## config.mk

```make
export PLATFORM = sky130hd
export DESIGN_NAME = mem_port_arbiter
export DESIGN_NICKNAME = d
export VERILOG_FILES = /design/src/rtl/mem_port_arbiter.sv
export SDC_FILE = /design/constraint.sdc
export NUM_CORES = 1
export LEC_CHECK = 0
export BUFFER_PORTS_ARGS = -buffer_cell sky130_fd_sc_hd__buf_2
export CORE_AREA = 2 2 103 105
export CTS_CLUSTER_SIZE = 10
export DETAILED_ROUTE_END_ITERATION = 8
export DIE_AREA = 0 0 105 107
export GPL_TIMING_DRIVEN = 0
export PLACE_DENSITY = 0.73
export SETUP_SLACK_MARGIN = 0.5
export SYNTH_ARGS = -nofsm -noshare
export SYNTH_HDL_FRONTEND = slang
export SYNTH_SLANG_ARGS = --single-unit
```

## constraint.sdc

```tcl
create_clock -name clock -period 4 [get_ports clock]
set_input_delay 0.2 -clock clock [delete_from_list [all_inputs] [get_ports clock]]
set_output_delay 0.2 -clock clock [all_outputs]
set_load 0.01 [all_outputs]
```

## src/rtl/mem_port_arbiter.sv

```systemverilog
// mem_port_arbiter
// Shares one single-port word memory between the instruction-fetch port (I)
// and the load/store port (D). Each granted access holds the memory controls
// for WAIT_CYC cycles. Read data is registered, and a one-cycle ack pulse
// marks the end of each access. On a tie the port that was not served last
// wins, so neither port waits behind more than one foreign access.
//
// Ports:
//   clock, reset                 system clock, async active-high reset
//   i_req, i_addr                instruction read request and address
//   i_rdata, i_ack               registered instruction data, completion pulse
//   d_req, d_we, d_addr, d_wdata data request (we=1 write, 0 read)
//   d_rdata, d_ack               registered data read value, completion pulse
//   mem_ren, mem_wen             memory read/write enables (never both high)
//   mem_addr, mem_din            memory address and write data
//   mem_dout                     combinational read data from the memory
module mem_port_arbiter #(
  parameter int WAIT_CYC = 2,
  parameter int AW       = 32,
  parameter int DW       = 32
) (
  input  logic          clock,
  input  logic          reset,
  input  logic          i_req,
  input  logic [AW-1:0] i_addr,
  output logic [DW-1:0] i_rdata,
  output logic          i_ack,
  input  logic          d_req,
  input  logic          d_we,
  input  logic [AW-1:0] d_addr,
  input  logic [DW-1:0] d_wdata,
  output logic [DW-1:0] d_rdata,
  output logic          d_ack,
  output logic          mem_ren,
  output logic          mem_wen,
  output logic [AW-1:0] mem_addr,
  output logic [DW-1:0] mem_din,
  input  logic [DW-1:0] mem_dout
);

  typedef enum logic [1:0] {IDLE, GNT_I, GNT_D} state_t;

  localparam logic       LAST_I   = 1'b0;
  localparam logic       LAST_D   = 1'b1;
  localparam logic [3:0] CNT_LOAD = 4'(WAIT_CYC - 1);

  state_t     state;
  logic [3:0] cnt;
  logic       last;

  // Main FSM: grants in IDLE, counts down the wait cycles in a grant state,
  // then captures read data and pulses the owning port's ack. The acks
  // default low every cycle, so each one is high for exactly one cycle.
  // A D tie goes to D unless D was the last port served.
  always_ff @(posedge clock or posedge reset) begin
    if (reset) begin
      state   <= IDLE;
      cnt     <= '0;
      last    <= LAST_I;
      i_ack   <= 1'b0;
      d_ack   <= 1'b0;
      i_rdata <= '0;
      d_rdata <= '0;
    end else begin
      i_ack <= 1'b0;
      d_ack <= 1'b0;
      case (state)
        IDLE: begin
          if (d_req && (!i_req || last == LAST_I)) begin
            state <= GNT_D;
            cnt   <= CNT_LOAD;
            last  <= LAST_D;
          end else if (i_req) begin
            state <= GNT_I;
            cnt   <= CNT_LOAD;
            last  <= LAST_I;
          end
        end
        GNT_I: begin
          if (cnt != 4'd0) begin
            cnt <= cnt - 4'd1;
          end else begin
            i_rdata <= mem_dout;
            i_ack   <= 1'b1;
            state   <= IDLE;
          end
        end
        GNT_D: begin
          if (cnt != 4'd0) begin
            cnt <= cnt - 4'd1;
          end else begin
            // A write leaves the previously returned read data in place.
            if (!d_we) d_rdata <= mem_dout;
            d_ack <= 1'b1;
            state <= IDLE;
          end
        end
        default: state <= IDLE;
      endcase
    end
  end

  // Memory controls come from the state register alone, so a request that
  // has not been granted never reaches the memory, and an async reset drops
  // the enables immediately. Only GNT_D can raise wen, and it lowers ren
  // whenever it does, so the two enables can never overlap.
  always_comb begin
    mem_ren  = 1'b0;
    mem_wen  = 1'b0;
    mem_addr = '0;
    mem_din  = '0;
    case (state)
      GNT_I: begin
        mem_ren  = 1'b1;
        mem_addr = i_addr;
      end
      GNT_D: begin
        mem_ren  = ~d_we;
        mem_wen  = d_we;
        mem_addr = d_addr;
        mem_din  = d_we ? d_wdata : '0;
      end
      default: ;
    endcase
  end

endmodule

```

==> key figures <==
Status
  • Status: completed

Clocking
  • Post-CTS setup buffer count: 0
  • Post-CTS sizing: 0
  • CTS tree: yes
  • H-tree lvl count: 3
  • Clock-pin slew on the worst setup and hold paths: 0.08 ns
  • CTS Hold Buffers Added: 0
  • Inserted Clock Buffers: 9
  • Clock latency on the worst-skew pair: 0.34 ns
  • Root buffer cell: clkbuf_8
  • Clk sinks: 73
  • Clock buffer depth: 2

Worst setup path
  • Crit-path max FO: 10
  • Register-to-Register Setup Slack: 1.94 ns
  • Critical Path RT: 3.80 ns
  • Critical path destination: mem_addr[24]
  • WS Path Type: flip-flop to primary output
  • R2R Path End: i_rdata[26]$_DFFE_PP0P_
  • Slowest-stage cell, CP: clkbuf_1
  • CP startpoint kind: flip-flop
  • Cell mode on critical path: clkbuf_1
  • Worst path cell trace: inv_1 > ha_1 > clkbuf_1 > clkbuf_1 > a22oi_1 > nor2b_1 > buf_2
  • FF-to-FF path depth: 7
  • Critical Path Source: state[0]$_DFFE_PP0P_
  • Setup crit end kind: primary output
  • Crit path largest cell delay: 0.41 ns
  • Reg-to-Reg Start: cnt[0]$_DFFE_PP0P_
  • WP data arrival: 2.44 ns

Logic synthesis
  • Simple-gate share of the synthesized area: 0.1582
  • Synthesized instance count: 314
  • Syn Std Cell Area: 0.003685 mm²
  • Post-synth EDFFs: 0
  • Sequential area share after synthesis: 0.4958
  • Adder and majority gate portion of the synthesized area: 0.02037
  • Mux cell area share after synthesis: 0.1956
  • Yosys reg bits: 73
  • Synth area leader: dfrtp_1
  • Ys async rst share: 1.000
  • Mean Syn Cell Area: 11.73 µm²
  • Post-Synth XOR/XNOR Area: 0
  • Post-synth top flop: dfrtp_1
  • Synth Area in Compound Gates: 0.08829
  • Synth warn: 0
  • Largest family of logic cells by synthesized area: multiplexers
  • Post-synthesis net count: 453
  • Synth unique cells: 32
  • Top area cells in the synthesized netlist: dfrtp_1 50%, mux2_2 11%, mux2_1 8.9%, a22oi_1 6.5%, nor2b_1 5.9%
  • Synth top area share: 0.4958

Placed design
  • Placed Cells: 714
  • RD Place Congestion: 0.9130
  • Port Buffer Count: 264
  • Post-detail-place hpwl: 9881 µm
  • Worst slack, placed: 1.749 ns

Power
  • Power per cell area: 661.7 mW/mm²
  • NetSw: 1.383 mW
  • Gate power share: 0.494
  • Net Sw Frac: 0.3884
  • Int Power: 2.177 mW
  • Clock power frac: 0.163
  • Lkg Pwr: 2.985 nW
  • Max VDD drop: 0.2556 mV
  • Seq pwr share: 0.343

STA
  • Slew Viols, Final: 0
  • Setup violators final: 0
  • Final hold vios: 0
  • RSZ-0062 raised after global routing: no
  • Max Freq: 379.2 MHz
  • Worst setup skew after layout: 0.01273 ns
  • Tcrit/Tclk final: 0.6593
  • Setup slack after layout: 1.363 ns
  • Worst slew margin: 0.4191
  • TNS Setup: 0 ns
  • Worst Tran Pin Value: 0.8713 ns
  • Final min period: 2.637 ns
  • Hold WS: 0.01826 ns

Global route
  • Gr usage total: 0.2070
  • Vias in the first global route: 3,544
  • Initial antenna violation count: 0
  • Congestion Overflow GR: 0
  • First-pass GRT wire length: 18,160 µm
  • Largest net degree at the start of global routing: 74

Floorplan
  • Io pins: 265
  • Initial Util: 0.3651
  • Num rows: 37
  • Core ar.: 0.01009 mm²
  • Die width: 105 µm
  • Die Ht: 107 µm
  • Die area: 0.01124 mm²

Route
  • Pre-antenna DRT Iters: 6
  • Vias: 3,529
  • Final ANT Viol Nets: 0
  • Via density: 4.834
  • Residual DRC: 0
  • DR iter-0 viols: 188
  • Detailed-route wire length per cell: 16.62 µm
  • Final wirelength: 12,140 µm

Finish
  • Layout cell share with drive strength beyond 1: 0.5505
  • Nets: 728
  • Number of inserted diodes: 0
  • Synth-to-layout area growth: 46.01%
  • Final Non-Filler Cells: 730

Job
  • Maxcap violations: 0

Min path
  • Hold crit path type: primary input to async pin
[power groups by stage]
stage          combinational, mW  sequential (mW)  clock [mW]
4_1_cts                     1.78             1.22       0.598
3_5_place_dp                1.77             1.23           0
2_1_floorplan              0.898             1.37           0
6_report                    1.76             1.22       0.580
5_1_grt                     1.93             1.26       0.631
3_3_place_gp                1.73             1.21           0
[area by class of cell]
type | count | area [µm²]
Sequential cell | 73 | 1827
Tap cell | 136 | 170.2
Timing Repair Buffer | 264 | 1321
Buffer | 27 | 131.4
Fill cell | 934 | 4712
Multi-Input combinational cell | 208 | 1704
Clock buffer | 9 | 123.9
Inverter | 6 | 25.02
Clock inverter | 7 | 77.57
[cells by family after synthesis]
group,count (synthesis)
fa+ha+maj,6
mux,64
buf+inv,33
simple gates,92
flops,73
compound gates,46
[synth_stat cells (all sizes together) (3+ instances only)]
master  count
a22oi      32
inv         6
dfrtp      73
and3       33
buf         9
clkbuf     18
a21oi       5
nand2       5
o21ai       4
mux2       64
and2        3
nor2b      35
ha          6
nand3       4
[layout by cell type, fill, tap and decap left out, types with 6 or more instances in the layout]
cell type,netlist,routed
ha_1,6,6
nor2b_1,35,35
dfrtp_1,73,73
clkbuf_1,18,18
and3_1,33,33
buf_2,3,267
mux2_1,29,29
mux2_2,35,35
a22oi_1,32,32
clkbuf_8,0,9
[worst min path at each step]
| stage | from | to | slack [ns] | depth (start not counted) |
|---|---|---|---|---|
| 6_report | reset | d_ack$_DFF_PP0_ | 0.02 | 2 |
| 5_1_grt | mem_dout[31] | i_rdata[31]$_DFFE_PP0P_ | 0.07 | 2 |
| 4_1_cts | reset | i_rdata[2]$_DFFE_PP0P_ | 0.07 | 2 |
| 3_5_place_dp | reset | i_rdata[2]$_DFFE_PP0P_ | 0.44 | 2 |
| 3_3_place_gp | mem_dout[16] | i_rdata[16]$_DFFE_PP0P_ | 0.43 | 2 |
| 2_1_floorplan | i_req | last$_DFFE_PP0P_ | 0.30 | 1 |
[routing by layer]
| layer | part of all wire | routed length (µm) | up-vias | track usage |
|---|---|---|---|---|
| li1 | - | - | 1683 | - |
| met4 | 0.016 | 197 | 0 | 0.04952 |
| met3 | 0.072 | 870 | 20 | 0.06687 |
| met2 | 0.48 | 5803 | 138 | 0.3358 |
| met5 | 0 | 0 | - | 0 |
| met1 | 0.43 | 5264 | 1688 | 0.2695 |
[sequential cells by signal, indices dropped and copies added, names as in the netlist]
signal and count:
state 2, last 1, d_rdata 32, d_ack 1, cnt 4, i_ack 1
i_rdata 32
[critical path: cells and delay by family (launching register included)]
family	cells	cell delay, ns
compound gates	1	0.17
fa+ha+maj	1	0.18
buf+inv	4	1.12
flops	1	0.38
simple gates	1	0.24
[stage by stage]
step / utilization / area [µm²] / total power, mW
global route: 0.5331 / 5380 / 3.814
CTS: 0.5331 / 5380 / 3.593
floorplan: - / 3685 / 2.266
finish: 0.5331 / 5380 / 3.560
detailed placement: 0.5131 / 5179 / 3.001
global placement: 0.5129 / 5176 / 2.938
(Power assumes the default switching activity.)
